<file path="config.mk">
export PLATFORM = sky130hd
export DESIGN_NAME = ram_wr_enc_flat
export DESIGN_NICKNAME = d
export VERILOG_FILES = /design/src/rtl/ram_wr_enc_pkg.sv /design/src/rtl/ram_wr_enc_if.sv /design/src/rtl/ram_wr_enc_io_out_fifo.sv /design/src/rtl/ram_wr_enc.sv /design/src/flat_wrapper.sv
export SDC_FILE = /design/constraint.sdc
export NUM_CORES = 1
export LEC_CHECK = 0
export ABC_AREA = 1
export BUFFER_PORTS_ARGS = -buffer_cell sky130_fd_sc_hd__buf_2
export CAP_MARGIN = 10
export CORE_MARGIN = 10
export CORE_UTILIZATION = 35
export DETAILED_ROUTE_END_ITERATION = 12
export HOLD_SLACK_MARGIN = 0.15
export PLACE_DENSITY = 0.59
export SYNTH_ARGS = -nofsm -noshare
export SYNTH_HDL_FRONTEND = slang
export SYNTH_SLANG_ARGS = --single-unit
</file>
<file path="constraint.sdc">
create_clock -name i_clk_wr -period 2.39 [get_ports i_clk_wr]
set_clock_uncertainty 0.2 [all_clocks]
set_input_delay 0.239 -clock i_clk_wr [delete_from_list [all_inputs] [get_ports i_clk_wr]]
set_output_delay 0.239 -clock i_clk_wr [all_outputs]
set_load 0.01 [all_outputs]
</file>
<file path="src/rtl/ram_wr_enc_pkg.sv">
// Shared address map and data widths for the RAM write encoder and the
// RAM/IO read decoder, so both sides agree on where RAM and IO ports live.
package ram_wr_enc_pkg;

  localparam int DATA_W    = 16;
  localparam int ADDR_W    = 8;
  localparam int RAM_WORDS = 8;
  localparam int RAM_IDX_W = $clog2(RAM_WORDS);

  localparam logic [ADDR_W-1:0] RAM_BASE        = 8'h00;
  localparam logic [ADDR_W-1:0] IO_OUT_ADDR_DEF = 8'h40;
  localparam logic [ADDR_W-1:0] IO_IN_ADDR_DEF  = 8'h41;

  // Classification of a write address.
  typedef enum logic [1:0] {
    ADDR_RAM     = 2'd0,
    ADDR_IO_OUT  = 2'd1,
    ADDR_IO_IN   = 2'd2,
    ADDR_ILLEGAL = 2'd3
  } addr_cls_e;

  typedef struct packed {
    addr_cls_e              cls;
    logic [RAM_IDX_W-1:0]   idx;  // RAM word index, meaningful for ADDR_RAM only
  } addr_dec_t;

  // Map an address to its class; the RAM window is RAM_BASE..RAM_BASE+RAM_WORDS-1.
  function automatic addr_dec_t decode_addr(input logic [ADDR_W-1:0] addr,
                                            input logic [ADDR_W-1:0] io_out,
                                            input logic [ADDR_W-1:0] io_in);
    logic [ADDR_W-1:0] off;
    addr_dec_t         d;
    off   = addr - RAM_BASE;
    d.idx = off[RAM_IDX_W-1:0];
    if (off < ADDR_W'(RAM_WORDS))  d.cls = ADDR_RAM;
    else if (addr == io_out)       d.cls = ADDR_IO_OUT;
    else if (addr == io_in)        d.cls = ADDR_IO_IN;
    else                           d.cls = ADDR_ILLEGAL;
    return d;
  endfunction

endpackage

</file>
<file path="src/rtl/ram_wr_enc_if.sv">
// Bus bundle between the store path / IO consumer and ram_wr_enc.
// IO64 handshake: o_io64_valid means o_io64_out holds the FIFO head; the
// head is consumed on a rising edge where o_io64_valid and i_io64_ack are
// both 1; i_io64_ack while o_io64_valid is 0 has no effect. The producer
// must not write the IO output address while o_io_busy is 1 unless it
// knows the head is being acked on that same edge.
interface ram_wr_enc_if;
  import ram_wr_enc_pkg::*;

  logic                                 i_ram_wen;
  logic [ADDR_W-1:0]                    i_ram_ad_in;
  logic [DATA_W-1:0]                    i_ram_in;
  logic [RAM_WORDS-1:0][DATA_W-1:0]     o_ram;
  logic [DATA_W-1:0]                    o_io64_out;
  logic                                 o_io64_valid;
  logic                                 i_io64_ack;
  logic                                 o_io_busy;
  logic                                 o_wr_err;
  logic                                 i_err_clr;

  modport master (
    output i_ram_wen, i_ram_ad_in, i_ram_in, i_io64_ack, i_err_clr,
    input  o_ram, o_io64_out, o_io64_valid, o_io_busy, o_wr_err
  );

  modport slave (
    input  i_ram_wen, i_ram_ad_in, i_ram_in, i_io64_ack, i_err_clr,
    output o_ram, o_io64_out, o_io64_valid, o_io_busy, o_wr_err
  );
endinterface

</file>
<file path="src/rtl/ram_wr_enc_io_out_fifo.sv">
// Small FIFO queueing IO64 output words. A push into a full FIFO is taken
// only when a pop happens on the same edge. Head data reads as zero when empty.
module ram_wr_enc_io_out_fifo #(
  parameter  int DEPTH = 2,
  parameter  int W     = 16,
  localparam int PTR_W = $clog2(DEPTH),
  localparam int CNT_W = PTR_W + 1
) (
  input  logic             i_clk,
  input  logic             i_rst_n,
  input  logic             i_push,
  input  logic             i_pop,
  input  logic [W-1:0]     i_wdata,
  output logic [W-1:0]     o_rdata,
  output logic             o_full,
  output logic             o_empty,
  output logic [CNT_W-1:0] o_count
);

  logic [W-1:0]     r_mem [DEPTH];
  logic [PTR_W-1:0] r_wr_ptr;
  logic [PTR_W-1:0] r_rd_ptr;
  logic [CNT_W-1:0] r_count;
  logic             w_pop_ok;
  logic             w_push_ok;

  assign o_full    = (r_count == CNT_W'(DEPTH));
  assign o_empty   = (r_count == '0);
  assign o_count   = r_count;
  assign o_rdata   = o_empty ? '0 : r_mem[r_rd_ptr];
  assign w_pop_ok  = i_pop & ~o_empty;
  assign w_push_ok = i_push & (~o_full | w_pop_ok);

  // Storage: write the pushed word at the write pointer.
  always_ff @(posedge i_clk or negedge i_rst_n) begin
    if (!i_rst_n) begin
      for (int i = 0; i < DEPTH; i++) r_mem[i] <= '0;
    end else if (w_push_ok) begin
      r_mem[r_wr_ptr] <= i_wdata;
    end
  end

  // Pointers wrap naturally because DEPTH is a power of two; count tracks occupancy.
  always_ff @(posedge i_clk or negedge i_rst_n) begin
    if (!i_rst_n) begin
      r_wr_ptr <= '0;
      r_rd_ptr <= '0;
      r_count  <= '0;
    end else begin
      if (w_push_ok) r_wr_ptr <= r_wr_ptr + PTR_W'(1);
      if (w_pop_ok)  r_rd_ptr <= r_rd_ptr + PTR_W'(1);
      case ({w_push_ok, w_pop_ok})
        2'b10:   r_count <= r_count + CNT_W'(1);
        2'b01:   r_count <= r_count - CNT_W'(1);
        default: r_count <= r_count;
      endcase
    end
  end

endmodule

</file>
<file path="src/rtl/ram_wr_enc.sv">
// Write-side address decoder: stores into eight RAM words, queues IO64
// output writes, and keeps a sticky error flag for illegal or dropped writes.
module ram_wr_enc
  import ram_wr_enc_pkg::*;
#(
  parameter int                IO_DEPTH    = 2,
  parameter logic [ADDR_W-1:0] IO_OUT_ADDR = IO_OUT_ADDR_DEF,
  parameter logic [ADDR_W-1:0] IO_IN_ADDR  = IO_IN_ADDR_DEF
) (
  input logic          i_clk_wr,
  input logic          i_reset_n,
  ram_wr_enc_if.slave  bus
);

  localparam int CNT_W = $clog2(IO_DEPTH) + 1;

  addr_dec_t                        w_dec;
  logic                             w_ram_we;
  logic                             w_io_push;
  logic                             w_io_pop;
  logic                             w_bad_addr;
  logic                             w_push_drop;
  logic                             w_err_event;
  logic                             w_fifo_full;
  logic                             w_fifo_empty;
  logic [CNT_W-1:0]                 w_fifo_count;
  logic [DATA_W-1:0]                w_fifo_head;
  logic [RAM_WORDS-1:0][DATA_W-1:0] r_ram;
  logic                             r_wr_err;

  assign w_dec       = decode_addr(bus.i_ram_ad_in, IO_OUT_ADDR, IO_IN_ADDR);
  assign w_ram_we    = bus.i_ram_wen & (w_dec.cls == ADDR_RAM);
  assign w_io_push   = bus.i_ram_wen & (w_dec.cls == ADDR_IO_OUT);
  // The IO input port is read-only, so a write to it is as bad as an unmapped one.
  assign w_bad_addr  = bus.i_ram_wen & ((w_dec.cls == ADDR_IO_IN) ||
                                        (w_dec.cls == ADDR_ILLEGAL));
  assign w_io_pop    = bus.i_io64_ack & ~w_fifo_empty;
  // A push into a full FIFO survives only if the head leaves on the same edge.
  assign w_push_drop = w_io_push & w_fifo_full & ~w_io_pop;
  assign w_err_event = w_bad_addr | w_push_drop;

  ram_wr_enc_io_out_fifo #(
    .DEPTH (IO_DEPTH),
    .W     (DATA_W)
  ) u_io_out_fifo (
    .i_clk   (i_clk_wr),
    .i_rst_n (i_reset_n),
    .i_push  (w_io_push),
    .i_pop   (w_io_pop),
    .i_wdata (bus.i_ram_in),
    .o_rdata (w_fifo_head),
    .o_full  (w_fifo_full),
    .o_empty (w_fifo_empty),
    .o_count (w_fifo_count)
  );

  // RAM words: one-cycle write latency into the addressed word.
  always_ff @(posedge i_clk_wr or negedge i_reset_n) begin
    if (!i_reset_n) begin
      r_ram <= '0;
    end else if (w_ram_we) begin
      r_ram[w_dec.idx] <= bus.i_ram_in;
    end
  end

  // Sticky error flag: a new error on the same edge beats a clear.
  always_ff @(posedge i_clk_wr or negedge i_reset_n) begin
    if (!i_reset_n) begin
      r_wr_err <= 1'b0;
    end else if (w_err_event) begin
      r_wr_err <= 1'b1;
    end else if (bus.i_err_clr) begin
      r_wr_err <= 1'b0;
    end
  end

  assign bus.o_ram        = r_ram;
  assign bus.o_io64_out   = w_fifo_head;
  assign bus.o_io64_valid = ~w_fifo_empty;
  assign bus.o_io_busy    = (w_fifo_count == CNT_W'(IO_DEPTH));
  assign bus.o_wr_err     = r_wr_err;

endmodule
</file>
<file path="src/flat_wrapper.sv">
// flat-port wrapper written by rule: the top's interface ports become plain ports
module ram_wr_enc_flat import ram_wr_enc_pkg::*;
#(
  parameter int                IO_DEPTH    = 2,
  parameter logic [ADDR_W-1:0] IO_OUT_ADDR = IO_OUT_ADDR_DEF,
  parameter logic [ADDR_W-1:0] IO_IN_ADDR  = IO_IN_ADDR_DEF
)
  (i_clk_wr, i_reset_n, bus_i_ram_wen, bus_i_ram_ad_in, bus_i_ram_in, bus_i_io64_ack, bus_i_err_clr, bus_o_ram, bus_o_io64_out, bus_o_io64_valid, bus_o_io_busy, bus_o_wr_err);
  ram_wr_enc_if bus_i ();
  input logic i_clk_wr;
  input logic i_reset_n;
  input wire logic [$bits(bus_i.i_ram_wen)-1:0] bus_i_ram_wen;
  input wire logic [$bits(bus_i.i_ram_ad_in)-1:0] bus_i_ram_ad_in;
  input wire logic [$bits(bus_i.i_ram_in)-1:0] bus_i_ram_in;
  input wire logic [$bits(bus_i.i_io64_ack)-1:0] bus_i_io64_ack;
  input wire logic [$bits(bus_i.i_err_clr)-1:0] bus_i_err_clr;
  output wire logic [$bits(bus_i.o_ram)-1:0] bus_o_ram;
  output wire logic [$bits(bus_i.o_io64_out)-1:0] bus_o_io64_out;
  output wire logic [$bits(bus_i.o_io64_valid)-1:0] bus_o_io64_valid;
  output wire logic [$bits(bus_i.o_io_busy)-1:0] bus_o_io_busy;
  output wire logic [$bits(bus_i.o_wr_err)-1:0] bus_o_wr_err;
  assign bus_i.i_ram_wen = bus_i_ram_wen;
  assign bus_i.i_ram_ad_in = bus_i_ram_ad_in;
  assign bus_i.i_ram_in = bus_i_ram_in;
  assign bus_i.i_io64_ack = bus_i_io64_ack;
  assign bus_i.i_err_clr = bus_i_err_clr;
  assign bus_o_ram = bus_i.o_ram;
  assign bus_o_io64_out = bus_i.o_io64_out;
  assign bus_o_io64_valid = bus_i.o_io64_valid;
  assign bus_o_io_busy = bus_i.o_io_busy;
  assign bus_o_wr_err = bus_i.o_wr_err;
  ram_wr_enc #(.IO_DEPTH(IO_DEPTH), .IO_OUT_ADDR(IO_OUT_ADDR), .IO_IN_ADDR(IO_IN_ADDR)) u_core (.i_clk_wr(i_clk_wr), .i_reset_n(i_reset_n), .bus(bus_i));
endmodule
</file>
# == Yosys cells after proc, flatten, opt, wreduce, memory -nomap -nowiden ==
# Index checks and enable logic that the tools add are counted.
# word_totals
latchBits,0
register_bits,165
rom_bits,0
output_inout_bits,147
input_bits,29
mem_count,0
ramBits,0
# classes
n_lt_le_gt_ge,6
div,0
n_mul,0
n_bitwise,15
shifts,0
n_eq_ne,8
n_addsub,4
n_reduce_logical,7
n_mux,16
# op_table
op,n
$bwmux 128,1
$mux 16,6
$demux 16 s3,1
$bwmux 32,1
$demux 16 s1,1
$eq 8x7->1 const B,2
$and 1x1->1,8
$eq 2x2->1 const B,4
$lt 8x4->1 const B,1
$eq 2x1->1 const B,2
$ge 2x2->1 const B,2
$logic_not 2->1,2
$lt 3x4->1 const B,1
$mux 2,2
$not 1->2,2
$pmux 2 s2,1
$reduce_bool 2->1,2
$ge 3x1->1 const B,1
$mux 1,3
$not 1->1,3
$add 1x1->1 const B,2
$add 2x1->2 const B,1
$logic_and 1x1->1,2
$lt 2x1->1 const B,1
3 further kinds,4

# == Longest topological paths before layout ==
# depth
depth_word,10
depth_mapped,10

# == By module ==
# A second synthesis with hierarchy kept.
# unflattened
hier_cells,837
area_unflattened_um2,7168.1
# by_module_without_submodules
mod,cells_each,area_per_inst_um2,n_inst,seq_area_each_um2
ram_wr_enc,617,5370.2,1,3228.1
ram_wr_enc_io_out_fifo,220,1798.0,1,900.9

# == Least setup slack after synthesis ==
# OpenSTA, ideal clock, no wires.
# synth_path
kind,reg-to-reg
start,register u_core.u_io_out_fifo.r_count[0] (netlist: u_core.u_io_out_fifo.o_count[0])
end,register u_core.u_io_out_fifo.r_count[1] (netlist: u_core.u_io_out_fifo.o_count[1])
setup_ns,0.124
stages_incl_launch_ff,11
arrival_time_ns,1.632
setup_slack_ns,0.434
cell_sequence,dfrtp_1 inv_1 nand2_1 inv_1 nand2_2 buf_2 nand2_1 ha_1 a21oi_1 o21ai_0 xnor2_1
# synth_via
word_cells_on_any_way,14
# synth_lines
element,line_no,text
start: declaration,ram_wr_enc_io_out_fifo.sv:23,logic [CNT_W-1:0] r_count;
start signal: assignment,ram_wr_enc_io_out_fifo.sv:53,2'b10: r_count <= r_count + CNT_W'(1);
start signal: assignment,ram_wr_enc_io_out_fifo.sv:54,2'b01: r_count <= r_count - CNT_W'(1);
start signal: assignment,ram_wr_enc_io_out_fifo.sv:55,default: r_count <= r_count;
$eq 2x2->1 *,-,
via bus_o_io_busy,flat_wrapper.sv:20,output wire logic [$bits(bus_i.o_io_busy)-1:0] bus_o_io_busy;
$not 1->1 *,ram_wr_enc_io_out_fifo.sv:32,assign w_push_ok = i_push & (~o_full | w_pop_ok);
$or 1x1->1 *,ram_wr_enc_io_out_fifo.sv:32,
$and 1x1->1 *,ram_wr_enc_io_out_fifo.sv:32,
$eq 2x1->1 / $eq 2x2->1 (equally long branches),ram_wr_enc_io_out_fifo.sv:52,"case ({w_push_ok, w_pop_ok})"
$pmux 2 s2 / $reduce_bool 2->1 (equally long branches),-,
# The timed path passes the listed nets; every way through them passes the cells marked *.
# A chain may end at the register's enable or synchronous reset.

# == Worst setup path after layout ==
# layout_path
start,input bus_i_ram_ad_in[0]
end,register u_core.r_wr_err (netlist: u_core.bus.o_wr_err)
# layout_via
elab_chain_len,10
word_cells_on_any_way,17
# layout_rtl
element,line_no,text
start: declaration,flat_wrapper.sv:13,input wire logic [$bits(bus_i.i_ram_ad_in)-1:0] bus_i_ram_ad_in;
branches (longest 3 deep; another with $lt 8x4->1),-,
$mux 2 *,ram_wr_enc_pkg.sv:35,if (off < ADDR_W'(RAM_WORDS)) d.cls = ADDR_RAM;
$eq 2x1->1,ram_wr_enc.sv:33,assign w_io_push = bus.i_ram_wen & (w_dec.cls == ADDR_IO_OUT);
$and 1x1->1,ram_wr_enc.sv:33,
$and 1x1->1 (2 in series),ram_wr_enc.sv:39,assign w_push_drop = w_io_push & w_fifo_full & ~w_io_pop;
$or 1x1->1 *,ram_wr_enc.sv:40,assign w_err_event = w_bad_addr | w_push_drop;
$mux 1 / $reduce_bool 2->1 (equally long branches),-,
end signal: assignment,ram_wr_enc.sv:69,r_wr_err <= 1'b0;
end signal: assignment,ram_wr_enc.sv:71,r_wr_err <= 1'b1;
end signal: assignment,ram_wr_enc.sv:73,r_wr_err <= 1'b0;
end: declaration,ram_wr_enc.sv:29,logic r_wr_err;
# Every way passes the cells marked *.

==> flow_summary.yaml <==
run_status:
  status: "complete, no violations"
routing:
  ant_nets: 0
  vias: 5384
  wire_per_inst_um: 18.56
  drc: 0
  vias_per_cell: 4.657
  routed_wl_um: 21460
  first_pass_iters: 5
  drt_iter0_drc: 341
critical_path:
  crit_chain: "dlygate4sd3_1 > buf_2 > inv_2 > nand3_1 > nor2_4 > buf_8 > nand3_1 > nand3_1 > dlygate4sd3_1"
  worstPathRequired_ps: 2540
  cp-start-kind: "input port"
  worstPathMaxFanout: 35
  slowest_delay_ps: 560
  reg2reg_slack_ps: 340
  crit_slowest_cell: "dlygate4sd3_1"
  r2r_start: "u_core.u_io_out_fifo.o_count[0]$_DFFE_PN0P_"
  endpoint: "u_core.bus.o_wr_err$_DFFE_PN0P_"
  worst-r2r-cell-count: 8
  reg2reg_to: "u_core.u_io_out_fifo.r_wr_ptr$_DFFE_PN0P_"
  crit_type: "in2reg"
  cp-startpoint: "bus_i_ram_ad_in[0]"
  cp-end-kind: "flip-flop"
  cp.arrival_ps: 2410
  cp_common_cell: "nand3_1"
placed_design:
  dp_hpwl_um: 14500
  io_buffer_count: 175
  place.gp.congestion: 0.8003
clock_network:
  postCtsSetupBuffers: 0
  cts_buffers: 17
  htreeDepth: 4
  clk_latency_ps: 420
  root_buffer: "clkbuf_16"
  ctsLongestPathBuffers: 2
  path_clk_slew_ps: 60
  clock_sinks: 165
  tritoncts: "yes"
floorplan:
  rows: 51
  chipWidth_um: 160.2
  die_area_mm2: 0.02565
  core_area_mm2: 0.01940
  start_util_pct: 35.44
  top_level_ports: 176
  die_h_um: 160.2
cells_and_area:
  multi_input_area_mm2: 0.002283
  drive_above_1_share_pct: 30.64
  layout_common_cells: "nand2_1 (236), buf_2 (174), dfrtp_1 (165)"
  diodes: 0
  nFillCells: 1963
  layout_commonest_cell: "nand2_1"
  nNetsFinal: 908
  seq_area_mm2: 0.004129
  area_delta_synth_final_pct: 26.15
global_route:
  grt_pass1_vias: 5363
  antenna_found_initial: 0
  grt_max_degree: 56
  grt_pass1_wl_um: 33490
  grt_usage_pct: 16.83
  grt.overflow.total: 0
sta:
  layout_min_cycle_time_ps: 2252
  slew_viol_final: 0
  hold_viol_final: 0
  rsz0062_at_grt: "no"
  tns_ps: 0
  slew_headroom_pct: 57.71
  hold_ws_ps: 202.0
  finalSetupViolations: 0
  tightest_slew_ps: 633.7
  fmax_mhz: 444.0
  period_share_pct: 94.23
run:
  drv_cap: 0
yosys:
  synth_cell_types: 27
  synth_fa_ha_area_share_pct: 0.1820
  muxShareOfSynthArea_pct: 0
  synth-compound-area-share_pct: 12.81
  synth_top_family_by_area: "simple AND/OR/NAND/NOR gates"
  synth.yosys.seq_area_share_pct: 60.05
  synthSimpleGateAreaFrac_pct: 19.84
  yosysTopAreaCell: "dfrtp_1"
  yosys.area.top_type_share_pct: 60.05
  avgSynthCellArea_um2: 9.993
  syn_nets: 718
  syn_inst: 688
  ys_ff_latch: 165
  synth-xor-area-share_pct: 0.3822
  synth_area_leaders: "dfrtp_1 (60%), nand2_1 (13%), o21ai_1 (6.4%), o21ai_2 (5.1%), buf_6 (3.9%)"
  yosysWarnings: 0
  synth_area_mm2: 0.006875
min_path:
  min_path_type: "in2reg"
power_and_ir_drop:
  p_leak_uw: 0.004690
  power.total_uw: 6584
  powerDensity_mw_per_mm2: 759.1
  ir_drop_mv: 0.4730
sequential cells by signal (all words and copies together) (netlist names):
signal	flops
u_core.u_io_out_fifo.r_rd_ptr	1
u_core.bus.o_wr_err	1
u_core.bus.o_ram	128
u_core.u_io_out_fifo.r_wr_ptr	1
u_core.u_io_out_fifo.r_mem	32
u_core.u_io_out_fifo.o_count	2
worst min-delay path by stage:
stage          slack (ps)                from  cells past startpoint                                    endpoint
2_1_floorplan        -260           i_reset_n                      0             u_core.bus.o_ram[0]$_DFFE_PN0P_
4_1_cts               200  bus_i_ram_ad_in[1]                      4            u_core.bus.o_ram[18]$_DFFE_PN0P_
6_report              200  bus_i_ram_ad_in[1]                      4            u_core.bus.o_ram[31]$_DFFE_PN0P_
3_3_place_gp           -7           i_reset_n                      1   u_core.u_io_out_fifo.r_mem[5]$_DFFE_PN0P_
5_1_grt               250           i_reset_n                      3            u_core.bus.o_ram[36]$_DFFE_PN0P_
3_5_place_dp           -5           i_reset_n                      1  u_core.u_io_out_fifo.r_mem[14]$_DFFE_PN0P_
cells by family after synthesis:
| family | after synthesis |
|---|---|
| adder cells (fa/ha/maj) | 1 |
| AO/OA/AOI/OAI | 146 |
| flip-flops | 165 |
| XOR/XNOR | 3 |
| AND/OR/NAND/NOR | 304 |
| buffers and inverters | 69 |
routing by layer:
metal	part of all wire (%)	track usage, %
met5	0	0
met4	1.3	4.174
met3	6.6	5.758
met2	47	26.67
met1	45	21.59
Yosys cell counts, drive strengths merged:
| master | count |
|---|---|
| nand2 | 245 |
| ha | 1 |
| nor2 | 15 |
| a21oi | 17 |
| o21ai | 129 |
| xor2 | 1 |
| xnor2 | 2 |
| buf | 33 |
| clkbuf | 6 |
| clkinv | 1 |
| nand3 | 10 |
| nor3 | 1 |
| inv | 29 |
| nand4 | 33 |
| dfrtp | 165 |
critical path, delay by kind of cell:
family / cells / cell delay [ps]
buffers and inverters: 5 / 1610
AND/OR/NAND/NOR: 4 / 560
what timing repair did:
action                                  CTS  global route
hold buffers                             26             0
endpoints found under the hold margin   203             0
resized for setup                         0             2
endpoints found under the setup margin    0             1
metrics by stage:
stage / instance area [µm²] / std cells / util [%] / setup WS [ps]
detailed placement: 7831 / 1098 / 40.37 / 429.9
finish: 8673 / 1156 / 44.71 / 138.0
floorplan: 6875 / 688 / - / 433.8
global placement: 7831 / 1098 / 40.37 / 471.2
CTS: 8666 / 1156 / 44.67 / 31.06
global route: 8673 / 1156 / 44.71 / 14.96
power breakdown:
group / total [µW] / switching (µW) / internal [µW]
sequential: 3030 / 90.5 / 2940
clock: 2620 / 1140 / 1480
combinational: 934 / 635 / 298
layout make-up:
class | count | share of cell area, %
inverter | 30 | 1.298
tap | 265 | 3.823
clock inverter | 9 | 0.7646
timing repair buffer | 210 | 14.44
sequential | 165 | 47.61
multi-input combinational | 454 | 26.33
clock buffer | 23 | 5.741
(Power assumes the default switching activity.)
